$ cat config.mk
export PLATFORM = sky130hd
export DESIGN_NAME = mem_access_unit
export DESIGN_NICKNAME = d
export VERILOG_FILES = /design/src/rtl/mem_access_unit.sv
export SDC_FILE = /design/constraint.sdc
export NUM_CORES = 1
export LEC_CHECK = 0
export BUFFER_PORTS_ARGS = -buffer_cell sky130_fd_sc_hd__buf_2
export CORE_MARGIN = 10
export CORE_UTILIZATION = 52
export CTS_BUF_LIST = sky130_fd_sc_hd__clkbuf_16
export CTS_CLUSTER_SIZE = 16
export DETAILED_ROUTE_END_ITERATION = 7
export MAX_ROUTING_LAYER = met4
export PLACE_DENSITY = 0.82
export SYNTH_ARGS = -nofsm -noshare
export SYNTH_HDL_FRONTEND = slang
export SYNTH_SLANG_ARGS = --single-unit
$ cat constraint.sdc
create_clock -name clk -period 3.4 [get_ports clk]
set_clock_uncertainty 0.1 [all_clocks]
set_input_delay 0 -clock clk [delete_from_list [all_inputs] [get_ports clk]]
set_output_delay 0 -clock clk [all_outputs]
set_load 0.05 [all_outputs]
$ cat src/rtl/mem_access_unit.sv
// Load/store initiator for a byte-addressed, full-word RAM port; sub-word stores use read-modify-write.
// Optional access checking (range, alignment, reserved size) is enabled by defining MAU_ACCESS_CHECK_EN.
module mem_access_unit #(
    parameter int unsigned MEM_LIMIT = 255
) (
    input  logic        clk,
    input  logic        rst_n,
    input  logic        req_valid,
    output logic        req_ready,
    input  logic        req_write,
    input  logic [1:0]  req_size,
    input  logic        req_signed,
    input  logic [31:0] req_addr,
    input  logic [31:0] req_wdata,
    output logic        rsp_valid,
    input  logic        rsp_ready,
    output logic [31:0] rsp_rdata,
    output logic        rsp_err,
    output logic [31:0] mem_address,
    output logic [31:0] mem_dataIn,
    output logic        mem_write,
    output logic        mem_word,
    output logic        mem_sign,
    input  logic [31:0] mem_dataOut
);

    localparam logic [1:0] S_IDLE = 2'd0;
    localparam logic [1:0] S_RD   = 2'd1;
    localparam logic [1:0] S_WR   = 2'd2;
    localparam logic [1:0] S_RESP = 2'd3;

    localparam logic [1:0] SZ_BYTE = 2'b00;
    localparam logic [1:0] SZ_HALF = 2'b01;
    localparam logic [1:0] SZ_WORD = 2'b10;
    localparam logic [1:0] SZ_RSVD = 2'b11;

    logic [1:0]  state;
    logic [1:0]  state_nxt;
    logic [31:0] addr_q;
    logic [31:0] wdata_q;
    logic [1:0]  size_q;
    logic        signed_q;
    logic        write_q;
    logic        err_q;
    logic [31:0] old_q;

    logic        accept;
    logic        sub_word;
    logic        access_bad;
    logic [31:0] merged_wdata;
    logic [31:0] load_data;

    assign accept   = req_valid && req_ready;
    assign sub_word = (req_size == SZ_BYTE) || (req_size == SZ_HALF);

`ifdef MAU_ACCESS_CHECK_EN
    // End address is formed in 33 bits so an access near 2^32 cannot wrap into range.
    logic [32:0] end_addr;
    assign end_addr   = {1'b0, req_addr} + 33'd3;
    assign access_bad = (end_addr > 33'(MEM_LIMIT))
                     || ((req_size == SZ_HALF) && req_addr[0])
                     || ((req_size == SZ_WORD) && (req_addr[1:0] != 2'b00))
                     || (req_size == SZ_RSVD);
`else
    logic unused_limit;
    assign unused_limit = (MEM_LIMIT == 0);
    assign access_bad   = 1'b0;
`endif

    // NOTE: every variable in a combinational block gets a default first, so no path can infer a latch.
    always_comb begin
        state_nxt = state;
        case (state)
            S_IDLE: begin
                if (accept) begin
                    if (access_bad)
                        state_nxt = S_RESP;
                    else if (!req_write || sub_word)
                        state_nxt = S_RD;
                    else
                        state_nxt = S_WR;
                end
            end
            S_RD:    state_nxt = write_q ? S_WR : S_RESP;
            S_WR:    state_nxt = S_RESP;
            S_RESP:  if (rsp_ready) state_nxt = S_IDLE;
            default: state_nxt = S_IDLE;
        endcase
    end

    // NOTE: sequential state uses non-blocking assignments so every register samples pre-edge values.
    always_ff @(posedge clk or negedge rst_n) begin
        if (!rst_n) begin
            state    <= S_IDLE;
            addr_q   <= '0;
            wdata_q  <= '0;
            size_q   <= SZ_BYTE;
            signed_q <= 1'b0;
            write_q  <= 1'b0;
            err_q    <= 1'b0;
            old_q    <= '0;
        end else begin
            state <= state_nxt;
            if (accept) begin
                addr_q   <= req_addr;
                wdata_q  <= req_wdata;
                size_q   <= req_size;
                signed_q <= req_signed;
                write_q  <= req_write;
                err_q    <= access_bad;
            end
            if (state == S_RD)
                old_q <= mem_dataOut;
        end
    end

    // Reserved size falls through to the word paths in both merge and extraction.
    always_comb begin
        merged_wdata = wdata_q;
        case (size_q)
            SZ_BYTE: merged_wdata = {old_q[31:8],  wdata_q[7:0]};
            SZ_HALF: merged_wdata = {old_q[31:16], wdata_q[15:0]};
            default: merged_wdata = wdata_q;
        endcase
    end

    always_comb begin
        load_data = old_q;
        case (size_q)
            SZ_BYTE: load_data = {{24{signed_q & old_q[7]}},  old_q[7:0]};
            SZ_HALF: load_data = {{16{signed_q & old_q[15]}}, old_q[15:0]};
            default: load_data = old_q;
        endcase
    end

    assign req_ready = (state == S_IDLE) && rst_n;
    assign rsp_valid = (state == S_RESP);
    assign rsp_err   = rsp_valid && err_q;
    assign rsp_rdata = (rsp_valid && !write_q && !err_q) ? load_data : 32'd0;

    // The strobe is gated by rst_n as well, so an asserted reset removes it without waiting for an edge.
    assign mem_write   = (state == S_WR) && rst_n;
    assign mem_address = ((state == S_RD) || (state == S_WR)) ? addr_q : 32'd0;
    assign mem_dataIn  = (state == S_WR) ? merged_wdata : 32'd0;
    assign mem_word    = 1'b1;
    assign mem_sign    = 1'b0;

endmodule
==> Flow_metrics.wiki, run 1 <==
{| class="wikitable"
! Metric !! Value
|-
| Detailed-route wire length || roughly 16000 um
|-
| DR vias/cell || a little over 5
|-
| Worst min-delay path category || input pin to register
|-
| Number of antenna violations at the first check in global routing || 4
|-
| Number of DRC markers after the initial detailed-route iteration || around 200
|-
| Post-CTS Setup Repair Bufs || 0
|-
| Width of the die || 119 um
|-
| Leakage power total || roughly 3.7 nW
|-
| PostCTS Resize Cnt || 0
|-
| Via count of the first global-routing pass || approximately 4900
|-
| Type of the worst setup path || register to primary output
|-
| Cell Area, Placed || 6120 um^2
|-
| Multiplexer area fraction after synthesis || 0.274
|-
| Maximum fanout along the worst path || 24
|-
| Most numerous cell types in the synthesized netlist || sky130_fd_sc_hd__dfrtp_1 (102), sky130_fd_sc_hd__mux2_2 (82), sky130_fd_sc_hd__and2_1 (49), sky130_fd_sc_hd__nor2b_1 (35), sky130_fd_sc_hd__nand2_1 (25)
|-
| Post-synthesis share of cell area spent on xor and xnor gates || 0
|-
| Count of mapped cells out of synthesis || 413
|-
| Result of the run || finished, final reports clean
|-
| Sum of buffers and inverters on the critical path || 1
|-
| Kind of capture point of the worst setup path || primary output
|-
| Launching element of the worst setup path || state[1]$_DFFE_PN0P_
|-
| Met2 wire length || 8350 um
|-
| Part of the Yosys area used for sequential elements || 0.502
|-
| Global route overflow || 0
|-
| Count of warnings emitted by yosys || 0
|-
| Max Transition Viols Final || 0
|-
| Leading post-synthesis cells by cell area || sky130_fd_sc_hd__dfrtp_1 (50%), sky130_fd_sc_hd__mux2_2 (18%), sky130_fd_sc_hd__and2_1 (6.0%)
|-
| Iteration count of the initial detailed-routing pass || 4
|-
| Max Fclk || around 410 MHz
|-
| Final count of negative-setup-slack endpoints || 0
|-
| Count of state elements after synthesis || just over 100
|-
| Placeable core region || roughly 9600 um^2
|-
| Maximum number of pins on one net before global-route repair || 69
|-
| Clock transition at the registers of the reported paths || 0.06 ns
|-
| Synth cell types || 27
|-
| Total routing usage reported by global routing || 0.230
|-
| Root Buffer Master || sky130_fd_sc_hd__clkbuf_16
|-
| Row count || 36
|-
| CTS max path bufs || 2
|-
| Via Count || about 4300
|-
| Min Tclk post-route || 2.45 ns
|-
| Final RePlAce weighted congestion || roughly 0.85
|-
| Fraction of final layout cells sized beyond drive strength 1 || 0.459
|-
| Unrepaired setup endpoints after global routing || no
|-
| Die boundary height || around 120 um
|-
| Area of the die || roughly 14000 um^2
|-
| Maximum cell stage delay along the critical path || between 0.5 and 0.6 ns
|-
| Routed length per placed instance || ~19 um
|-
| Max_cap viols || 0
|-
| Port bufs || a little over 200
|-
| FILL cells || a little over 600
|-
| Critical Path Slowest Stage Cell || sky130_fd_sc_hd__nand2b_1
|-
| Top routing layer in use || met4
|-
| Final cell area excluding filler cells || about 7400 um^2
|-
| Most instantiated library cell after synthesis || sky130_fd_sc_hd__dfrtp_1
|-
| Wire length the detailed router placed on met1 || around 6300 um
|-
| P&R area growth vs syn || 45.5%
|-
| Maximum level of the CTS H-tree || 3
|-
| Mean Syn Cell Area || around 12 um^2
|-
| Post-synth top area cell || sky130_fd_sc_hd__dfrtp_1
|-
| Post-synth EDFFs || 0
|-
| Reg-to-Reg Start || state[0]$_DFFE_PN0P_
|-
| Num Clock Sinks || roughly 100
|-
| Residual antenna-violating net count after detailed routing || 0
|-
| Routed wire length on met3 || between 900 and 1000 um
|-
| Clk_lat worst skew || ~0.33 ns
|-
| HPWL Detailed || between 10000 and 15000 um
|-
| Main combinational cell family by area after synthesis || multiplexers
|-
| Cts bufs inserted || 9
|-
| Post-synthesis share of cell area spent on full adders, half adders and majority gates || 0.0123
|-
| Crit share post-route || 0.721
|-
| # hold bufs at CTS || 101
|-
| Initial Utilization || 0.528
|-
| Io pins || approximately 200
|-
| Data arrival time of the critical path || roughly 2.4 ns
|-
| Proportion of netlist area held by the largest area contributor || 0.502
|-
| Synth Area in Compound Gates || 0.0263
|-
| Measured slew at the worst slew-check pin || about 1.0 ns
|-
| Setup crit start kind || register
|-
| Number of hold violations in the final report || 0
|-
| Chain of cells forming the critical path || ha_1 -> nand2b_1 -> nor3_1 -> buf_2
|-
| CP required || ~3.3 ns
|-
| Synthesized-area fraction occupied by and/or/nand/nor cells || 0.146
|-
| Clock tree from TritonCTS || done
|-
| DRC errors left || 0
|-
| Worst-case headroom to the max-slew limit || 0.306
|-
| Number of nets in the finished design || 811
|-
| IR drop worst, VDD || around 0.77 mV
|-
| Top cell family by delay on the critical path || simple AND/OR/NAND/NOR gates
|-
| Power density of the placed cells || roughly 1100 nW/um^2
|-
| Global-route wire length before repair || approximately 26000 um
|-
| Most common flop cell mapped by yosys || sky130_fd_sc_hd__dfrtp_1
|-
| Post-Synthesis Cell Area || 5090 um^2
|-
| Async set-or-reset flop fraction in the synthesized netlist || 1.00
|-
| Setup Total Neg Slack || 0 ns
|-
| Hold Crit Start || rsp_ready
|}
[sequential cells by signal, summed over array words and instances (netlist names)]
signal / cells
size_q: 2
addr_q: 32
state: 2
wdata_q: 32
signed_q: 1
write_q: 1
old_q: 32
[layout by cell type, fill, tap and decap left out]
master / netlist / layout
sky130_fd_sc_hd__or2_2: 1 / 1
sky130_fd_sc_hd__nand3_1: 2 / 2
sky130_fd_sc_hd__nor2_2: 1 / 1
sky130_fd_sc_hd__inv_1: 3 / 7
sky130_fd_sc_hd__nor3_1: 16 / 16
sky130_fd_sc_hd__buf_4: 3 / 5
sky130_fd_sc_hd__a21boi_1: 2 / 2
sky130_fd_sc_hd__ha_1: 5 / 5
sky130_fd_sc_hd__clkinv_2: 0 / 2
sky130_fd_sc_hd__dlygate4sd3_1: 0 / 101
sky130_fd_sc_hd__buf_2: 10 / 201
sky130_fd_sc_hd__a21oi_4: 1 / 1
sky130_fd_sc_hd__nand2b_1: 1 / 1
sky130_fd_sc_hd__dfrtp_1: 102 / 102
sky130_fd_sc_hd__and2_4: 1 / 1
sky130_fd_sc_hd__mux2i_1: 17 / 17
sky130_fd_sc_hd__nand2_4: 0 / 1
sky130_fd_sc_hd__nand2_1: 25 / 25
sky130_fd_sc_hd__a21oi_1: 9 / 9
sky130_fd_sc_hd__nor2b_1: 35 / 35
sky130_fd_sc_hd__clkbuf_16: 0 / 9
sky130_fd_sc_hd__and2_1: 49 / 49
sky130_fd_sc_hd__o31ai_1: 1 / 1
sky130_fd_sc_hd__a21boi_0: 6 / 6
sky130_fd_sc_hd__conb_1: 2 / 3
sky130_fd_sc_hd__diode_2: 0 / 6
sky130_fd_sc_hd__mux2_2: 82 / 82
sky130_fd_sc_hd__o21ai_0: 1 / 1
sky130_fd_sc_hd__mux2_4: 20 / 20
[path summary, 6_finish.rpt]
kind,end,slack [ns],cells past startpoint
max,rsp_rdata[20],0.95,4
min,state[0]$_DFFE_PN0P_,0.01,4
max reg2reg,addr_q[25]$_DFFE_PN0P_,1.13,5
min reg2reg,addr_q[14]$_DFFE_PN0P_,0.40,1
max in group asynchronous,addr_q[18]$_DFFE_PN0P_,1.91,3
min in group asynchronous,old_q[13]$_DFFE_PN0N_,0.10,2
[power by group]
group / internal (W) / leakage (nW) / total (W) / switching (W)
logic: 0.00164 / 2.38 / 0.00479 / 0.00316
clock network: 0.000480 / 0.140 / 0.000901 / 0.000421
registers: 0.00184 / 1.21 / 0.00224 / 0.000395
[tightest hold or removal path, stage by stage]
cell and delay [ns]:
sky130_fd_sc_hd__buf_2 0.10, sky130_fd_sc_hd__nor2b_1 0.10, sky130_fd_sc_hd__a21oi_1 0.08, sky130_fd_sc_hd__mux2i_1 0.12
[final cells by class]
class                      count  area (um^2)  share of cell area
tap                          133          166              0.0225
antenna                        6         15.0             0.00203
sequential                   102         2550               0.345
clock inverter                 6         25.0             0.00338
timing repair buffer         307         2050               0.278
inverter                       3         11.3             0.00152
clock buffer                   9          225              0.0304
multi-input combinational    279         2350               0.318
[logic make-up (layout without fill, tap and decap cells)]
family / Yosys count / in the layout
mux: 119 / 119
other cells: 2 / 9
compound gates: 20 / 20
flops: 102 / 102
simple gates: 132 / 132
fa+ha+maj: 5 / 5
buf+inv: 33 / 325
[stage by stage]
stage,utilization,hold slack [ns],worst slack [ns],total power [W],std cells
final,0.768,0.00992,0.948,0.00793,845
after global routing,0.767,0.0507,0.746,0.00835,843
after CTS,0.766,0.00446,0.988,0.00789,839
after detailed placement,0.635,-0.0674,1.16,0.00689,723
after global placement,0.635,-0.0768,1.22,0.00676,723
after floorplan,-,-0.396,0.883,0.00590,414
[layer usage]
metal / global-route usage / vias to the layer above
met1: 0.246 / 2074
met5: - / -
met2: 0.392 / 172
met4: 0.109 / 0
met3: 0.0581 / 50
li1: - / 1966
Power figures use the tool's default switching activity.
==> inputs of run 2 (changes only) <==
ABC_AREA = 1   (was not set)
CORE_UTILIZATION = 49   (was 52)
PLACE_DENSITY = 0.78   (was 0.82)
clock period = 2.5 ns   (was 3.4 ns; I/O delays follow)
==> run 2 against run 1 <==
Compared with the run above: synthesized cell count is 63% higher; critical path type unchanged; global-route usage is 0.056 points lower; non-clock buffer count is 10 higher; clock power is 47% higher; sequential power is 29% higher; total power is 19% higher; sequential share of layout area is 0.60 points lower; cell area is 1.8% higher; hold slack worse by 0.0027 ns; register-to-register slack worse by 0.48 ns; highest routed layer unchanged; cell count is 30% higher; count of clock-buffer cells in the layout stayed put.
==> Flow_metrics.wiki, run 2 <==
{| class="wikitable"
! Metric !! Value
|-
| Measured slew at the worst slew-check pin || ~0.7 ns
|-
| Most instantiated library cell after synthesis || sky130_fd_sc_hd__nand2_1
|-
| Post-synthesis share of cell area spent on full adders, half adders and majority gates || 0.0122
|-
| Max Transition Viols Final || 0
|-
| Post-synth top area cell || sky130_fd_sc_hd__dfrtp_1
|-
| Clk_lat worst skew || between 0.3 and 0.4 ns
|-
| Met2 wire length || between 8000 and 9000 um
|-
| Fraction of final layout cells sized beyond drive strength 1 || 0.260
|-
| FILL cells || roughly 740
|-
| Routed wire length on met3 || between 1000 and 1500 um
|-
| Global-route wire length before repair || 26900 um
|-
| Count of mapped cells out of synthesis || 672
|-
| Registers with the most flip-flops || addr_q x32, old_q x32, wdata_q x32
|-
| Worst-case headroom to the max-slew limit || 0.524
|-
| Sum of buffers and inverters on the critical path || 4
|-
| Final count of negative-setup-slack endpoints || 0
|-
| Power density of the placed cells || 1250 nW/um^2
|-
| DR vias/cell || between 4 and 5
|-
| Routed length per placed instance || about 16 um
|-
| Row count || 37
|-
| Most numerous cell types in the synthesized netlist || sky130_fd_sc_hd__nand2_1 (223), sky130_fd_sc_hd__dfrtp_1 (102), sky130_fd_sc_hd__inv_1 (82), sky130_fd_sc_hd__nand3_1 (69), sky130_fd_sc_hd__o21ai_0 (57)
|-
| Global route overflow || 0
|-
| Data arrival time of the critical path || around 2.1 ns
|-
| Main combinational cell family by area after synthesis || simple AND/OR/NAND/NOR gates
|-
| Iteration count of the initial detailed-routing pass || 5
|-
| IR drop worst, VDD || 1.08 mV
|-
| Die boundary height || ~120 um
|-
| DRC errors left || 0
|-
| Combinational share of power || 0.554
|-
| Sequential cell fraction of total power || 0.306
|-
| Part of the total power dissipated in the clock network || 0.140
|-
| Num Clock Sinks || a little over 100
|-
| Clock tree from TritonCTS || done
|-
| HPWL Detailed || between 10000 and 15000 um
|-
| Final RePlAce weighted congestion || ~0.84
|-
| Most frequent cells in the layout || sky130_fd_sc_hd__nand2_1 (223), sky130_fd_sc_hd__buf_2 (201), sky130_fd_sc_hd__dfrtp_1 (102), sky130_fd_sc_hd__dlygate4sd3_1 (102), sky130_fd_sc_hd__inv_1 (82)
|-
| Post-synthesis share of cell area spent on xor and xnor gates || 0
|-
| Leakage power total || roughly 4.4 nW
|-
| Final cell area excluding filler cells || 7530 um^2
|-
| Setup crit start kind || register
|-
| Max Fclk || about 460 MHz
|-
| Detailed-route wire length || 17200 um
|-
| Maximum level of the CTS H-tree || 3
|-
| PostCTS Resize Cnt || 0
|-
| Min Tclk post-route || 2.18 ns
|-
| Via count of the first global-routing pass || 5398
|-
| CTS max path bufs || 2
|-
| Launching element of the worst setup path || state[0]$_DFFE_PN0P_
|-
| Initial Utilization || 0.499
|-
| Area of the die || ~15000 um^2
|-
| Synth cell types || 21
|-
| Critical Path Slowest Stage Cell || sky130_fd_sc_hd__dfrtp_1
|-
| Cell Area, Placed || 6220 um^2
|-
| Maximum fanout along the worst path || 48
|-
| Most common flop cell mapped by yosys || sky130_fd_sc_hd__dfrtp_1
|-
| Kind of capture point of the worst setup path || primary output
|-
| Port bufs || approximately 200
|-
| Top routing layer in use || met4
|-
| Synthesized-area fraction occupied by and/or/nand/nor cells || 0.291
|-
| Async set-or-reset flop fraction in the synthesized netlist || 1.00
|-
| Multiplexer area fraction after synthesis || 0
|-
| Part of the Yosys area used for sequential elements || 0.500
|-
| Via Count || about 5400
|-
| Width of the die || ~120 um
|-
| Number of antenna violations at the first check in global routing || 2
|-
| CP required || between 2 and 2.5 ns
|-
| Total routing usage reported by global routing || 0.229
|-
| Setup Total Neg Slack || 0 ns
|-
| Maximum cell stage delay along the critical path || approximately 0.42 ns
|-
| Count of warnings emitted by yosys || 0
|-
| Cts bufs inserted || 9
|-
| Wire length the detailed router placed on met1 || approximately 7500 um
|-
| Number of hold violations in the final report || 0
|-
| Maximum number of pins on one net before global-route repair || 67
|-
| Number of nets in the finished design || approximately 1100
|-
| Leading post-synthesis cells by cell area || sky130_fd_sc_hd__dfrtp_1 (50%), sky130_fd_sc_hd__nand2_1 (16%), sky130_fd_sc_hd__nand3_1 (6.8%)
|-
| Count of state elements after synthesis || 102
|-
| Root Buffer Master || sky130_fd_sc_hd__clkbuf_16
|-
| P&R area growth vs syn || 47.4%
|-
| Clock transition at the registers of the reported paths || 0.07 ns
|-
| Worst min-delay path category || input pin to asynchronous set/reset pin
|-
| Reg-to-Reg Start || state[0]$_DFFE_PN0P_
|-
| Synth Area in Compound Gates || 0.0901
|-
| Post-CTS Setup Repair Bufs || 0
|-
| Io pins || about 210
|-
| Type of the worst setup path || register to primary output
|-
| Commonest non-fill, non-tap cell in the layout || sky130_fd_sc_hd__nand2_1
|-
| Mean Syn Cell Area || 7.60 um^2
|-
| Residual antenna-violating net count after detailed routing || 0
|-
| Top cell family by delay on the critical path || buffers and inverters
|-
| Unrepaired setup endpoints after global routing || no
|-
| Result of the run || finished, final reports clean
|-
| Max_cap viols || 0
|-
| Switching component of the power || between 0.004 and 0.005 W
|-
| Fraction of power spent switching nets || 0.525
|-
| Post-Synthesis Cell Area || around 5100 um^2
|-
| Post-synth EDFFs || 0
|-
| Placeable core region || a little over 10000 um^2
|-
| Crit share post-route || 0.871
|-
| Chain of cells forming the critical path || inv_1 -> ha_1 -> nand2_1 -> inv_2 -> buf_12 -> buf_2
|-
| Cell internal power dissipation || approximately 0.0045 W
|-
| Proportion of netlist area held by the largest area contributor || 0.500
|-
| Number of DRC markers after the initial detailed-route iteration || 451
|}
-- run 2: kinds of logic (layout without fill, tap and decap cells) --
logic type | count (synthesis) | in the layout
adder cells (fa/ha/maj) | 5 | 5
buffers and inverters | 129 | 416
flip-flops | 102 | 102
AO/OA/AOI/OAI | 92 | 92
AND/OR/NAND/NOR | 342 | 342
other | 2 | 8
-- run 2: stage by stage --
step | hold WS [ns] | worst slack, ns | power, W | cells | util
finish | 0.00726 | 0.324 | 0.00941 | 1101 | 0.736
global route | 0.00444 | 0.219 | 0.0100 | 1098 | 0.735
CTS | 0.00884 | 0.339 | 0.00937 | 1096 | 0.735
detailed placement | -0.250 | 0.689 | 0.00792 | 978 | 0.608
global placement | -0.251 | 0.742 | 0.00783 | 978 | 0.608
floorplan | -0.396 | 0.211 | 0.00666 | 673 | -
-- run 2: worst paths after layout --
path,slack (ns),depth (start not counted),to
max,0.32,6,req_ready
min,0.007,2,addr_q[1]$_DFFE_PN0P_
max reg2reg,0.65,6,addr_q[23]$_DFFE_PN0P_
min reg2reg,0.38,2,wdata_q[21]$_DFFE_PN0P_
max in group asynchronous,1.36,3,old_q[19]$_DFFE_PN0N_
min in group clk,0.17,3,write_q$_DFFE_PN0P_
-- run 2: worst reg2reg max path, cell delays in order, from the launching register on --
cell	delay [ns]
sky130_fd_sc_hd__dfrtp_1	0.42
sky130_fd_sc_hd__inv_1	0.12
sky130_fd_sc_hd__ha_1	0.22
sky130_fd_sc_hd__nand3_2	0.39
sky130_fd_sc_hd__buf_12	0.33
sky130_fd_sc_hd__nand2_1	0.08
sky130_fd_sc_hd__nand2_1	0.07
-- run 2: timing repair --
item	4_1_cts	5_1_grt
setup endpoints to repair	0	0
endpoints found under the hold margin	204	0
hold buffers	102	0
-- run 2: power groups by stage --
| stage | clock network, W | registers, W | logic (W) |
|---|---|---|---|
| global placement | 0 | 0.00286 | 0.00497 |
| CTS | 0.00134 | 0.00286 | 0.00518 |
| global route | 0.00141 | 0.00297 | 0.00567 |
| floorplan | 0 | 0.00277 | 0.00389 |
| detailed placement | 0 | 0.00287 | 0.00505 |
| finish | 0.00132 | 0.00288 | 0.00522 |
-- run 2: final cells by class --
cell class | count | area [um^2] | share of cell area
inverter | 83 | 312 | 0.0414
tap | 136 | 170 | 0.0226
sequential | 102 | 2550 | 0.339
antenna | 5 | 12.5 | 0.00166
multi-input combinational | 442 | 2020 | 0.269
clock buffer | 9 | 225 | 0.0299
timing repair buffer | 317 | 2180 | 0.290
clock inverter | 7 | 53.8 | 0.00715
-- run 2: metal layers --
metal,track usage,vias up
met3,0.0629,23
li1,-,2633
met2,0.354,228
met4,0.0604,0
met1,0.292,2511
met5,-,-
==> inputs of run 3 (changes only) <==
ABC_AREA = 0   (was 1)
PLACE_DENSITY = 0.81   (was 0.78)
==> run 3 against run 2 <==
Compared with the run above: sequential power increased by 6%; register-to-register slack got worse by 0.06 ns; maximum frequency decreased by 5.0%; combinational power increased by 26%; via count decreased by 20%; clock power increased by 18%; worst setup slack got worse by 0.12 ns; cell area increased by 0.28%; total power increased by 19%; critical path depth decreased by 2; critical path type unchanged; critical endpoint is now mem_address[30].
==> Flow_metrics.wiki, run 3 (synthesized netlist as in run 1, its figures left out) <==
{| class="wikitable"
! Metric !! Value
|-
| Type of the worst setup path || register to primary output
|-
| Number of placed instances with taps included || approximately 730
|-
| Crit share post-route || 0.917
|-
| Reg-to-Reg Start || state[0]$_DFFE_PN0P_
|-
| Cell internal power dissipation || 0.00574 W
|-
| Result of the run || finished, final reports clean
|-
| Number of DRC markers after the initial detailed-route iteration || approximately 230
|-
| Global route overflow || 0
|-
| Kind of capture point of the worst setup path || primary output
|-
| Final cell utilization of the core || 0.738
|-
| Sequential cell fraction of total power || 0.273
|-
| Maximum fanout along the worst path || 33
|-
| Registers with the most flip-flops || addr_q x32, old_q x32, wdata_q x32
|-
| Setup crit start kind || register
|-
| Fraction of power spent switching nets || 0.488
|-
| Data arrival time of the critical path || ~2.2 ns
|-
| Global-route wire length before repair || about 26000 um
|-
| Max Fclk || ~440 MHz
|-
| Clock transition at the registers of the reported paths || around 0.070 ns
|-
| Met2 wire length || 8500 um
|-
| Tot Pwr || between 0.01 and 0.015 W
|-
| CTS max path bufs || 2
|-
| Clock tree from TritonCTS || done
|-
| Final cell area excluding filler cells || approximately 7600 um^2
|-
| Min Tclk post-route || ~2.3 ns
|-
| Leakage power total || 3.80 nW
|-
| Number of nets in the finished design || 817
|-
| Die boundary height || roughly 120 um
|-
| Routed length per placed instance || approximately 19 um
|-
| Cell Area, Placed || approximately 6200 um^2
|-
| Via Count || 4317
|-
| Maximum level of the CTS H-tree || 3
|-
| Unrepaired setup endpoints after global routing || no
|-
| Residual antenna-violating net count after detailed routing || 0
|-
| Hold Crit Start || rsp_ready
|-
| Post-route insts no fill || between 800 and 900
|-
| Root Buffer Master || sky130_fd_sc_hd__clkbuf_16
|-
| FILL cells || between 600 and 700
|-
| Routed wire length on met3 || between 1000 and 1500 um
|-
| Worst min-delay path category || input pin to register
|-
| Io pins || between 200 and 250
|-
| Port bufs || between 200 and 250
|-
| DRC errors left || 0
|-
| Combinational share of power || 0.587
|-
| Launching element of the worst setup path || state[0]$_DFFE_PN0P_
|-
| Num Clock Sinks || approximately 100
|-
| Worst-case headroom to the max-slew limit || 0.433
|-
| Iteration count of the initial detailed-routing pass || 4
|-
| DR vias/cell || between 5 and 6
|-
| Row count || 37
|-
| Number of hold violations in the final report || 0
|-
| Via count of the first global-routing pass || slightly below 5000
|-
| Max Transition Viols Final || 0
|-
| Max_cap viols || 0
|-
| Final count of negative-setup-slack endpoints || 0
|-
| Area of the die || 14900 um^2
|-
| Cts bufs inserted || 9
|-
| Maximum number of pins on one net before global-route repair || 70
|-
| Top routing layer in use || met4
|-
| Final RePlAce weighted congestion || between 0.8 and 0.9
|-
| HPWL Detailed || approximately 10000 um
|-
| Number of antenna violations at the first check in global routing || 4
|-
| Hold Worst Slack || 0.00683 ns
|-
| Width of the die || about 120 um
|-
| Commonest non-fill, non-tap cell in the layout || sky130_fd_sc_hd__buf_2
|-
| P&R area growth vs syn || 48.5%
|-
| Clk_lat worst skew || roughly 0.34 ns
|-
| Post-CTS Setup Repair Bufs || 0
|-
| Wire length the detailed router placed on met1 || approximately 6400 um
|-
| Power density of the placed cells || about 1500 nW/um^2
|-
| Total routing usage reported by global routing || 0.226
|-
| Initial Utilization || 0.497
|-
| Most frequent cells in the layout || sky130_fd_sc_hd__buf_2 (201), sky130_fd_sc_hd__dfrtp_1 (102), sky130_fd_sc_hd__dlygate4sd3_1 (101)
|-
| Part of the total power dissipated in the clock network || 0.139
|-
| IR drop worst, VDD || 1.68 mV
|-
| Fraction of final layout cells sized beyond drive strength 1 || 0.468
|-
| CP required || roughly 2.4 ns
|-
| Switching component of the power || 0.00546 W
|-
| Measured slew at the worst slew-check pin || approximately 0.85 ns
|-
| Detailed-route wire length || between 15000 and 20000 um
|-
| Placeable core region || between 10000 and 15000 um^2
|}
[run 3: changes by cell type in the layout (fill, tap and decap cells not counted), sizes merged, moves of 44 or more]
cell / delta
nor2: -44
o21ai: -57
and2: +50
mux2: +102
nand3: -69
nand2: -199
inv: -82
[run 3: power groups by stage]
stage / combinational, W / clock, W / sequential, W
global route: 0.00696 / 0.00165 / 0.00316
finish: 0.00658 / 0.00156 / 0.00306
CTS: 0.00655 / 0.00157 / 0.00302
detailed placement: 0.00640 / 0 / 0.00304
floorplan: 0.00518 / 0 / 0.00285
global placement: 0.00626 / 0 / 0.00299
[run 3: stage by stage]
stage | setup slack, ns | TNS [ns]
4_1_cts | 0.240 | 0
5_1_grt | 0.0515 | 0
6_report | 0.208 | 0
3_3_place_gp | 0.772 | 0
2_1_floorplan | -0.0175 | -0.175
3_5_place_dp | 0.597 | 0
[run 3: what timing repair did]
| item | in CTS | in global routing |
|---|---|---|
| resized for setup | 0 | 0 |
| hold endpoints to repair | 135 | 0 |
| hold buffers | 101 | 0 |
[run 3: area by class of cell]
| class | instances | area, um^2 | area share |
|---|---|---|---|
| Sequential cell | 102 | 2550 | 0.338 |
| Antenna cell | 4 | 10.0 | 0.00133 |
| Clock buffer | 9 | 225 | 0.0298 |
| Timing Repair Buffer | 313 | 2120 | 0.281 |
| Multi-Input combinational cell | 279 | 2350 | 0.312 |
| Inverter | 3 | 11.3 | 0.00149 |
| Clock inverter | 6 | 103 | 0.0136 |
| Tap cell | 136 | 170 | 0.0225 |
[run 3: final timing paths]
path	end	slack, ns	cells past startpoint
min reg2reg	addr_q[7]$_DFFE_PN0P_	0.40	1
max	mem_address[30]	0.21	4
min	state[0]$_DFFE_PN0P_	0.007	4
min in group asynchronous	wdata_q[3]$_DFFE_PN0P_	0.22	3
max reg2reg	state[1]$_DFFE_PN0P_	0.59	5
max in group asynchronous	wdata_q[9]$_DFFE_PN0P_	0.88	4
[run 3: per-layer routing]
metal | vias to the layer above | global-route usage
li1 | 1980 | -
met1 | 2127 | 0.250
met2 | 178 | 0.381
met3 | 32 | 0.0597
met4 | 0 | 0.0849
met5 | - | -
[run 3: critical path, stage by stage, from the launching register on]
cell and delay [ns]:
sky130_fd_sc_hd__dfrtp_1 0.38, sky130_fd_sc_hd__inv_1 0.10, sky130_fd_sc_hd__ha_1 0.82, sky130_fd_sc_hd__and2_1 0.26, sky130_fd_sc_hd__buf_2 0.28
